$ cat config.mk
export PLATFORM = sky130hd
export DESIGN_NAME = switch_out_arbiter
export DESIGN_NICKNAME = d
export VERILOG_FILES = /design/src/rtl/switch_arb_pkg.sv /design/src/rtl/rr_arbiter.sv /design/src/rtl/switch_out_arbiter.sv
export SDC_FILE = /design/constraint.sdc
export NUM_CORES = 1
export LEC_CHECK = 0
export ABC_AREA = 1
export CORE_MARGIN = 2
export CORE_UTILIZATION = 54
export CTS_CLUSTER_DIAMETER = 30
export CTS_CLUSTER_SIZE = 40
export DETAILED_ROUTE_END_ITERATION = 8
export PLACE_DENSITY = 0.88
export SETUP_SLACK_MARGIN = 0.2
export SYNTH_ARGS = -nofsm -noshare
export SYNTH_HDL_FRONTEND = slang
export SYNTH_SLANG_ARGS = --single-unit
export TNS_END_PERCENT = 10
$ cat constraint.sdc
create_clock -name clk -period 7.6 [get_ports clk]
set_input_delay 1.14 -clock clk [delete_from_list [all_inputs] [get_ports clk]]
set_output_delay 1.14 -clock clk [all_outputs]
set_load 0.02 [all_outputs]
$ cat src/rtl/switch_arb_pkg.sv
// Shared types and sizing for the switch egress arbiter.
package switch_arb_pkg;

  localparam int NUM_PORTS_C = 4;
  localparam int PORT_IDX_W  = $clog2(NUM_PORTS_C);
  localparam int DATA_W_C    = 8;
  localparam int TYPE_W_C    = 2;

  typedef logic [NUM_PORTS_C-1:0] port_mask_t;

  typedef struct packed {
    logic [PORT_IDX_W-1:0] src;
    logic [TYPE_W_C-1:0]   pkt_type;
    logic [DATA_W_C-1:0]   data;
  } arb_pkt_t;

endpackage

$ cat src/rtl/rr_arbiter.sv
// Combinational round-robin search: first requester at or after ptr, wrapping.
// The pointer register lives in the parent.
module rr_arbiter
  import switch_arb_pkg::*;
(
  input  logic [NUM_PORTS_C-1:0] req,
  input  logic [PORT_IDX_W-1:0]  ptr,
  output logic [NUM_PORTS_C-1:0] gnt,
  output logic [PORT_IDX_W-1:0]  gnt_idx,
  output logic                   gnt_any
);

  // Scan from ptr upward; index arithmetic wraps because the port count is a power of two.
  always_comb begin
    gnt     = '0;
    gnt_idx = '0;
    gnt_any = 1'b0;
    for (int k = 0; k < NUM_PORTS_C; k++) begin
      if (!gnt_any && req[ptr + PORT_IDX_W'(k)]) begin
        gnt[ptr + PORT_IDX_W'(k)] = 1'b1;
        gnt_idx                   = ptr + PORT_IDX_W'(k);
        gnt_any                   = 1'b1;
      end
    end
  end

endmodule

$ cat src/rtl/switch_out_arbiter.sv
// Egress scheduler: per-output round-robin arbitration over the input FIFO
// heads, with multicast delivered over as many cycles as the outputs allow.
// A head is popped only once its last copy is granted.
// Optional macro SWITCH_ARB_STATS_EN adds saturating grant / zero-drop counters;
// without it the stat ports read 0.
module switch_out_arbiter
  import switch_arb_pkg::*;
#(
  parameter int NUM_PORTS = NUM_PORTS_C,
  parameter int DATA_W    = DATA_W_C,
  parameter int TYPE_W    = TYPE_W_C
) (
  input  logic                            clk,
  input  logic                            rst,
  input  logic [NUM_PORTS-1:0]            in_valid,
  input  logic [NUM_PORTS*NUM_PORTS-1:0]  in_target,
  input  logic [NUM_PORTS*DATA_W-1:0]     in_data,
  input  logic [NUM_PORTS*TYPE_W-1:0]     in_type,
  output logic [NUM_PORTS-1:0]            in_pop,
  output logic [NUM_PORTS-1:0]            out_valid,
  input  logic [NUM_PORTS-1:0]            out_ready,
  output logic [NUM_PORTS*DATA_W-1:0]     out_data,
  output logic [NUM_PORTS*PORT_IDX_W-1:0] out_src,
  output logic [NUM_PORTS*TYPE_W-1:0]     out_type,
  output logic [NUM_PORTS*16-1:0]         stat_grants,
  output logic [15:0]                     stat_zero_drops
);

  port_mask_t            loaded;
  port_mask_t            pend    [NUM_PORTS];
  port_mask_t            eff     [NUM_PORTS];
  port_mask_t            req     [NUM_PORTS];
  port_mask_t            gnt     [NUM_PORTS];
  port_mask_t            g_in    [NUM_PORTS];
  logic [PORT_IDX_W-1:0] gnt_idx [NUM_PORTS];
  logic [PORT_IDX_W-1:0] ptr     [NUM_PORTS];
  arb_pkt_t              in_pkt  [NUM_PORTS];
  arb_pkt_t              out_pkt [NUM_PORTS];
  port_mask_t            gnt_any;
  port_mask_t            free;
  port_mask_t            take;
  port_mask_t            zero_drop;

  // Effective request mask per input; a fresh head requests with in_target directly.
  // A loaded head whose in_valid vanished requests nothing so pend is simply held.
  always_comb begin
    for (int i = 0; i < NUM_PORTS; i++) begin
      if (loaded[i]) eff[i] = in_valid[i] ? pend[i] : '0;
      else           eff[i] = in_valid[i] ? in_target[i*NUM_PORTS +: NUM_PORTS] : '0;
      zero_drop[i] = in_valid[i] && !loaded[i] && (in_target[i*NUM_PORTS +: NUM_PORTS] == '0);
      in_pkt[i]    = '{src: PORT_IDX_W'(i),
                       pkt_type: in_type[i*TYPE_W +: TYPE_W],
                       data: in_data[i*DATA_W +: DATA_W]};
    end
  end

  // Transpose input masks into per-output request vectors.
  always_comb begin
    for (int j = 0; j < NUM_PORTS; j++) begin
      free[j] = !out_valid[j] || out_ready[j];
      for (int i = 0; i < NUM_PORTS; i++) req[j][i] = eff[i][j];
    end
  end

  for (genvar j = 0; j < NUM_PORTS; j++) begin : g_arb
    rr_arbiter u_rr (
      .req     (req[j]),
      .ptr     (ptr[j]),
      .gnt     (gnt[j]),
      .gnt_idx (gnt_idx[j]),
      .gnt_any (gnt_any[j])
    );
  end

  // Collect this cycle's grants per input and decide pops.
  always_comb begin
    for (int i = 0; i < NUM_PORTS; i++) g_in[i] = '0;
    for (int j = 0; j < NUM_PORTS; j++) begin
      take[j] = free[j] && gnt_any[j] && !rst;
      for (int i = 0; i < NUM_PORTS; i++) g_in[i][j] = take[j] && gnt[j][i];
    end
    for (int i = 0; i < NUM_PORTS; i++)
      in_pop[i] = !rst && (zero_drop[i] ||
                  ((eff[i] != '0) && (g_in[i] != '0) && ((eff[i] & ~g_in[i]) == '0)));
  end

  // Output registers and RR pointers; a busy output holds everything.
  always_ff @(posedge clk) begin
    if (rst) begin
      out_valid <= '0;
      for (int j = 0; j < NUM_PORTS; j++) begin
        out_pkt[j] <= '0;
        ptr[j]     <= '0;
      end
    end else begin
      for (int j = 0; j < NUM_PORTS; j++) begin
        if (free[j]) begin
          if (gnt_any[j]) begin
            out_pkt[j]   <= in_pkt[gnt_idx[j]];
            out_valid[j] <= 1'b1;
            ptr[j]       <= gnt_idx[j] + 1'b1;
          end else begin
            out_valid[j] <= 1'b0;
          end
        end
      end
    end
  end

  // Per-input multicast progress: remember which copies are still owed.
  always_ff @(posedge clk) begin
    if (rst) begin
      loaded <= '0;
      for (int i = 0; i < NUM_PORTS; i++) pend[i] <= '0;
    end else begin
      for (int i = 0; i < NUM_PORTS; i++) begin
        if ((eff[i] != '0) && (g_in[i] != '0)) begin
          if ((eff[i] & ~g_in[i]) == '0) begin
            loaded[i] <= 1'b0;
            pend[i]   <= '0;
          end else begin
            loaded[i] <= 1'b1;
            pend[i]   <= eff[i] & ~g_in[i];
          end
        end
      end
    end
  end

  for (genvar j = 0; j < NUM_PORTS; j++) begin : g_out
    assign out_data[j*DATA_W +: DATA_W]         = out_pkt[j].data;
    assign out_src[j*PORT_IDX_W +: PORT_IDX_W]  = out_pkt[j].src;
    assign out_type[j*TYPE_W +: TYPE_W]         = out_pkt[j].pkt_type;
  end

  // A head under multicast delivery must stay presented until its final copy.
  for (genvar i = 0; i < NUM_PORTS; i++) begin : g_chk
    a_head_held: assert property (@(posedge clk) disable iff (rst) !(loaded[i] && !in_valid[i]));
  end

`ifdef SWITCH_ARB_STATS_EN
  logic [15:0] grant_cnt [NUM_PORTS];
  logic [15:0] drop_cnt;
  logic [16:0] drop_sum;

  always_comb drop_sum = {1'b0, drop_cnt} + 17'($countones(zero_drop));

  // Saturating statistics counters.
  always_ff @(posedge clk) begin
    if (rst) begin
      drop_cnt <= '0;
      for (int j = 0; j < NUM_PORTS; j++) grant_cnt[j] <= '0;
    end else begin
      drop_cnt <= drop_sum[16] ? 16'hFFFF : drop_sum[15:0];
      for (int j = 0; j < NUM_PORTS; j++)
        if (take[j] && grant_cnt[j] != 16'hFFFF) grant_cnt[j] <= grant_cnt[j] + 16'd1;
    end
  end

  for (genvar j = 0; j < NUM_PORTS; j++) begin : g_stat
    assign stat_grants[j*16 +: 16] = grant_cnt[j];
  end
  assign stat_zero_drops = drop_cnt;
`else
  assign stat_grants     = '0;
  assign stat_zero_drops = '0;
`endif

endmodule

==> results.txt, run 1 <==
status: finished clean
Comb pwr share: 70.4%
CP Buf/Inv Count: 3
final hold viol count: 0
Slew @ Worst Pin: 0.9402 ns
largest net degree at the start of global routing: 37
vias per inst: 5.530
Iter 0 DRT Violations: 751
Crit Path Category: input pin to output pin
vias in the first global route: 6,972
htree depth: 3
fraction of layout cells with a size suffix above 1: 8.198%
Finish-stage setup viols: 0
initial antenna violation count: 0
GRT Util Overall: 30.11%
Critical Path, Cell by Cell: clkdlybuf4s50_1 > nand2_1 > nand2_1 > nand3_1 > nand2_1 > nand2_1 > nand2_1 > inv_1 > nand3_1 > nand2_2 > nor2_4 > nand2_1 > nand2_1 > o21bai_1 > o21ai_0 > clkdlybuf4s50_1
Placement Rows: 43
Max clock buf depth: 2
die extent in y: 122.2 um
Netlist cell types: 36
ys flop type: edfxtp_1
final max-slew violation count: 0
crit path time final: 5.629 ns
max cap viols: 0
pwr/cell area: 526.5 nW/um2
hold_sp: loaded[1]
Antenna Violating Nets Remaining: 0
critical path's top delay family: buffers and inverters
Placer Congestion: 0.9965
Mapped Cells: 1,062
Starting Density: 54.77%
final hold slack: 0.5824 ns
clk slew on worst S/H paths: 0.06 ns
internal power: 2.050 mW
wire length per cell: 16.54 um
Worst setup SP type: input pin
switching power share of the total: 55.61%
DP HPWL: 17.17 mm
Final nets: 1,264
Slowest-stage cell, CP: clkdlybuf4s50_1
Synth async-reset ratio: 0%
total wire length: 22.35 mm
Crit. End Element: output pin
Clock Power Share: 9.4%
die area: 14,930 um2
# Post-CTS Setup Buffers: 0
Area Growth Syn to Fin: 16.30%
CP arrival: 4.49 ns
worst reg2reg path startpoint: ptr[0][0]
CTS tree: done
fmax: 0.1776 GHz
most frequent CP cell: nand2_1
TritonCTS Buffers: 9
Port Buffers: 121
pre-CTS WS: 2.084 ns
via count: 7,471
Power Total: 4.619 mW
fin util: 63.70%
synth warn: 0
later-pin clock latency in the skew report: 0.35 ns
Remaining Overflow, GRT: 0
Psw: 2.569 mW
PostCTS Resize Cnt: 0
Final period util: 74.07%
post-route setup slack: 1.971 ns
Ports: 202
worst hold path type: register to register
Core Area: 13,770 um2
router iterations before antenna repair: 7
P_leak: 4.109 nW
part of the power in registers: 20.2%
hold-fix buffers at CTS: 0
Antenna diodes: 0
CTS Sinks: 80
Setup crit start: in_valid[0]
Syn Std Cell Area: 7543 um2
final setup TNS: 0 ns
Seq/Total Area, Yosys: 30.78%
skew final: 0.008164 ns
Worst EP required: 6.46 ns
Remaining DRCs: 0
die width: 122.2 um
Rel. slew slack: 36.90%
Post-synth EDFFs: 72
Critical Path Fanout Max: 17
RSZ-0062 raised after global routing: no
flops & latches, synth: 80
VDD IR max: 0.0002986 V
CP max stage delay: 0.84 ns
Root Buffer: clkbuf_16
first-pass GRT wire length: 34.55 mm
Post-Syn Area per Cell: 7.103 um2
worst paths after layout:
check	endpoint	slack, ns	cells past startpoint
max	in_pop[0]	1.97	16
min	loaded[1]	0.58	2
max reg2reg	out_pkt[0][5]	3.77	12
min reg2reg	loaded[1]	0.58	2
cell usage after synthesis (2+ instances only):
library cell | n | area (um2)
nand4_1 | 17 | 106.4
o22ai_1 | 7 | 43.79
nor2_2 | 9 | 56.30
o21ai_2 | 3 | 26.28
dfxtp_1 | 8 | 160.2
edfxtp_1 | 72 | 2162
o21ai_0 | 29 | 145.1
o21bai_1 | 4 | 30.03
inv_1 | 98 | 367.9
nor3_1 | 2 | 10.01
nor2_1 | 75 | 281.5
nor2_4 | 6 | 67.56
nand2_4 | 2 | 22.52
nand3_2 | 17 | 170.2
buf_4 | 87 | 653.1
o21ai_4 | 2 | 32.53
clkbuf_1 | 2 | 7.510
ha_1 | 32 | 400.4
nand2_1 | 308 | 1156
nor4_1 | 7 | 43.79
nand2_2 | 22 | 137.6
a21oi_1 | 37 | 185.2
buf_6 | 7 | 78.83
inv_4 | 2 | 12.51
nand3b_1 | 3 | 22.52
nand3_1 | 106 | 530.5
buf_2 | 11 | 55.05
inv_2 | 12 | 45.04
a21oi_2 | 2 | 17.52
o211ai_1 | 40 | 300.3
nor3_4 | 3 | 48.80
o21ai_1 | 26 | 130.1
layout make-up:
type | instances | area, um2
Fill cell | 1251 | 5000
Tap cell | 180 | 225.2
Inverter | 112 | 425.4
Clock buffer | 9 | 225.2
Clock inverter | 7 | 62.56
Multi-Input combinational cell | 841 | 4294
Timing Repair Buffer | 122 | 1219
Sequential cell | 80 | 2322
layer usage:
metal  up-vias  share of wire [%]  global-route usage, %
met3        80                 10                  6.648
met5         -                  0                      0
li1       3579                  -                      -
met1      3367                 37                  36.36
met4         0                5.0                  15.59
met2       445                 48                  50.31
kinds of logic after synthesis:
group	share of synthesized area, %
buf+inv	16.22
xor+xnor	0.1161
other cells	0.04971
flops	30.78
simple gates	35.45
compound gates	12.08
fa+ha+maj	5.308
registers in the layout (all words and copies together), names as in the netlist:
register   count
out_pkt       48
out_valid      4
pend          16
loaded         4
ptr            8
cell usage in the layout, fill, tap and decap left out, drive strengths merged:
master,n
clkdlybuf4s50,121
nor4,7
nor3,5
clkinvlp,2
nand3b,3
bufinv,1
buf,1
ha,32
a21oi,39
clkinv,4
o21bai,4
xor2,1
nand2,332
conb,80
nand3,123
clkbuf,9
dfxtp,8
nand4,17
edfxtp,72
o22ai,7
nor2,91
o21ai,60
o211ai,40
inv,112
per-stage QoR:
| step | instance area (um2) | instances |
|---|---|---|
| final | 8773 | 1351 |
| after global routing | 8773 | 1351 |
| after CTS | 8773 | 1351 |
| after detailed placement | 8486 | 1335 |
| after global placement | 8486 | 1335 |
| after floorplan | 7840 | 1141 |
worst register-to-register path: cells and delay by family (launching register included):
kind | cells | cell delay, ns
buf+inv | 3 | 0.73
simple gates | 5 | 0.75
compound gates | 3 | 1.03
flops | 1 | 0.70
fa+ha+maj | 1 | 0.47
power groups by stage:
| stage | Sequential (mW) | Clock, mW | Combinational, mW |
|---|---|---|---|
| 6_report | 0.932 | 0.434 | 3.25 |
| 5_1_grt | 0.953 | 0.454 | 3.59 |
| 4_1_cts | 0.932 | 0.436 | 3.21 |
| 3_5_place_dp | 0.935 | 0 | 3.19 |
| 3_3_place_gp | 0.933 | 0 | 3.14 |
| 2_1_floorplan | 1.04 | 0 | 2.35 |
Power figures use the tool's default switching activity.
==> run 2, diff against run 1 <==
Settings changed: CORE_UTILIZATION 54 to 50, PLACE_DENSITY 0.88 to 0.82.
Clock period 7.6 ns to 5.9 ns, I/O delays scaled along.
==> run 2 against run 1 <==
  * Design area increased by 0.60%
  * Final cell count increased by 0.44%
  * Setup slack got worse by 1.1 ns
  * First-iteration DRC count decreased by 11%
  * Register-to-register slack got worse by 1.5 ns
  * Via count decreased by 0.68%
  * Count of clock-buffer cells in the layout increased by 1
  * Critical path depth increased by 2
  * Sequential power increased by 29%
==> results.txt, run 2 (synthesis gave the netlist of run 1 again) <==
fraction of layout cells with a size suffix above 1: 8.440%
largest net degree at the start of global routing: 37
Finish-stage setup viols: 0
Critical Path Fanout Max: 17
final hold viol count: 0
Worst setup SP type: input pin
Root Buffer: clkbuf_16
Antenna Violating Nets Remaining: 0
# Post-CTS Setup Buffers: 0
TritonCTS Buffers: 9
Core Area: 14,640 um2
CP arrival: 4.15 ns
CP max stage delay: 0.82 ns
Slew @ Worst Pin: 0.9431 ns
total wire length: 21.96 mm
commonest non-fill, non-tap cells in the layout: nand2_1 (308), clkdlybuf4s50_1 (121), nand3_1 (106)
max cap viols: 0
top flop regs: out_pkt: 48 flops, pend: 16 flops, ptr: 8 flops
Antenna diodes: 0
DP HPWL: 16.73 mm
fill count: 1,340
first-pass GRT wire length: 34.08 mm
die area: 16,090 um2
Rel. slew slack: 36.93%
Max clock buf depth: 2
Ports: 202
die extent in y: 126.8 um
Area Growth Syn to Fin: 17.00%
clk slew on worst S/H paths: 0.07 ns
vias in the first global route: 6,841
Slowest-stage cell, CP: clkdlybuf4s50_1
vias per inst: 5.468
Worst EP required: 5.02 ns
P_leak: 4.139 nW
Port Buffers: 121
worst hold path type: register to register
Crit. End Element: output pin
skew final: 0.008596 ns
CTS Sinks: 80
final max-slew violation count: 0
Crit Path Category: input pin to output pin
Iter 0 DRT Violations: 667
Critical Path, Cell by Cell: clkdlybuf4s50_1 > nand2_1 > nand2_1 > nand3_1 > nand2_1 > nand2_1 > nand2_1 > inv_1 > nand3_1 > nand2_2 > nor2_4 > nand2_1 > nand2_1 > nor2_1 > nor2_4 > nand2_1 > a21oi_1 > clkdlybuf4s50_1
Placer Congestion: 0.9955
Register Area: 2322 um2
Remaining Overflow, GRT: 0
pwr/cell area: 681.3 nW/um2
pre-CTS WS: 0.9245 ns
die width: 126.8 um
Final nets: 1,266
fmax: 0.1986 GHz
VDD IR max: 0.0003485 V
crit path time final: 5.036 ns
hold-fix buffers at CTS: 0
post-route setup slack: 0.8638 ns
flip-flop count of the largest register after layout: 48
multi-input logic area: 4294 um2
GRT Util Overall: 26.78%
later-pin clock latency in the skew report: 0.35 ns
Final period util: 85.36%
via count: 7,420
Remaining DRCs: 0
wire length per cell: 16.18 um
Placement Rows: 44
initial antenna violation count: 0
RSZ-0062 raised after global routing: no
leading cell type in the layout, fill and taps excluded: nand2_1
Starting Density: 51.51%
most frequent CP cell: nand2_1
router iterations before antenna repair: 6
PostCTS Resize Cnt: 0
status: finished clean
Reg with most FFs: out_pkt
CTS tree: done
final setup TNS: 0 ns
htree depth: 3
## run 2: area by class of cell
| class | instances | share of cell area, % |
|---|---|---|
| clock buffers | 10 | 2.594 |
| clock inverters | 6 | 1.035 |
| inverters | 112 | 4.820 |
| multi-input cells | 841 | 48.65 |
| flip-flops and latches | 80 | 26.31 |
| well taps | 184 | 2.608 |
| repair buffers | 124 | 13.98 |
## run 2: path summary, 6_finish.rpt
check | startpoint | end | slack (ns) | cells after the start
worst min-delay path | out_valid[0] | out_valid[0] | 0.58 | 4
worst min register to register | out_valid[0] | out_valid[0] | 0.58 | 4
worst max register to register | ptr[0][0] | out_pkt[0][6] | 2.27 | 12
worst max-delay path | in_valid[0] | in_pop[2] | 0.86 | 18
## run 2: power breakdown
part / switching [mW] / internal, mW
Sequential: 0.164 / 1.03
Combinational: 2.90 / 1.30
Clock: 0.246 / 0.373
Total: 3.31 / 2.70
## run 2: critical path: cells and delay by family
family,cells,cell delay [ns]
AO/OA/AOI/OAI,1,0.18
AND/OR/NAND/NOR,14,1.54
buffers and inverters,3,1.55
## run 2: metal layers
layer / track usage [%] / wire, um / vias to the layer above
li1: - / - / 3588
met5: 0 / 0 / -
met1: 32.88 / 8448 / 3372
met4: 10.08 / 775 / 0
met3: 8.520 / 2457 / 66
met2: 44.15 / 10280 / 394
## run 2: stage by stage
step,instance area (um2),cells,hold WS [ns],util [%],power (mW)
after floorplan,7840,1141,0.5172,-,4.359
after global placement,8506,1341,0.5483,58.08,5.258
after detailed placement,8506,1341,0.5624,58.08,5.316
after CTS,8826,1357,0.5733,60.27,5.953
after global routing,8826,1357,0.6001,60.27,6.511
final,8826,1357,0.5794,60.27,6.013
==> run 3, diff against run 2 <==
Settings changed: ABC_CLOCK_PERIOD_IN_PS from default to 5900.
==> results of run 3 <==
Same layout as run 2: the final DEF is identical, and so are final timing and power.
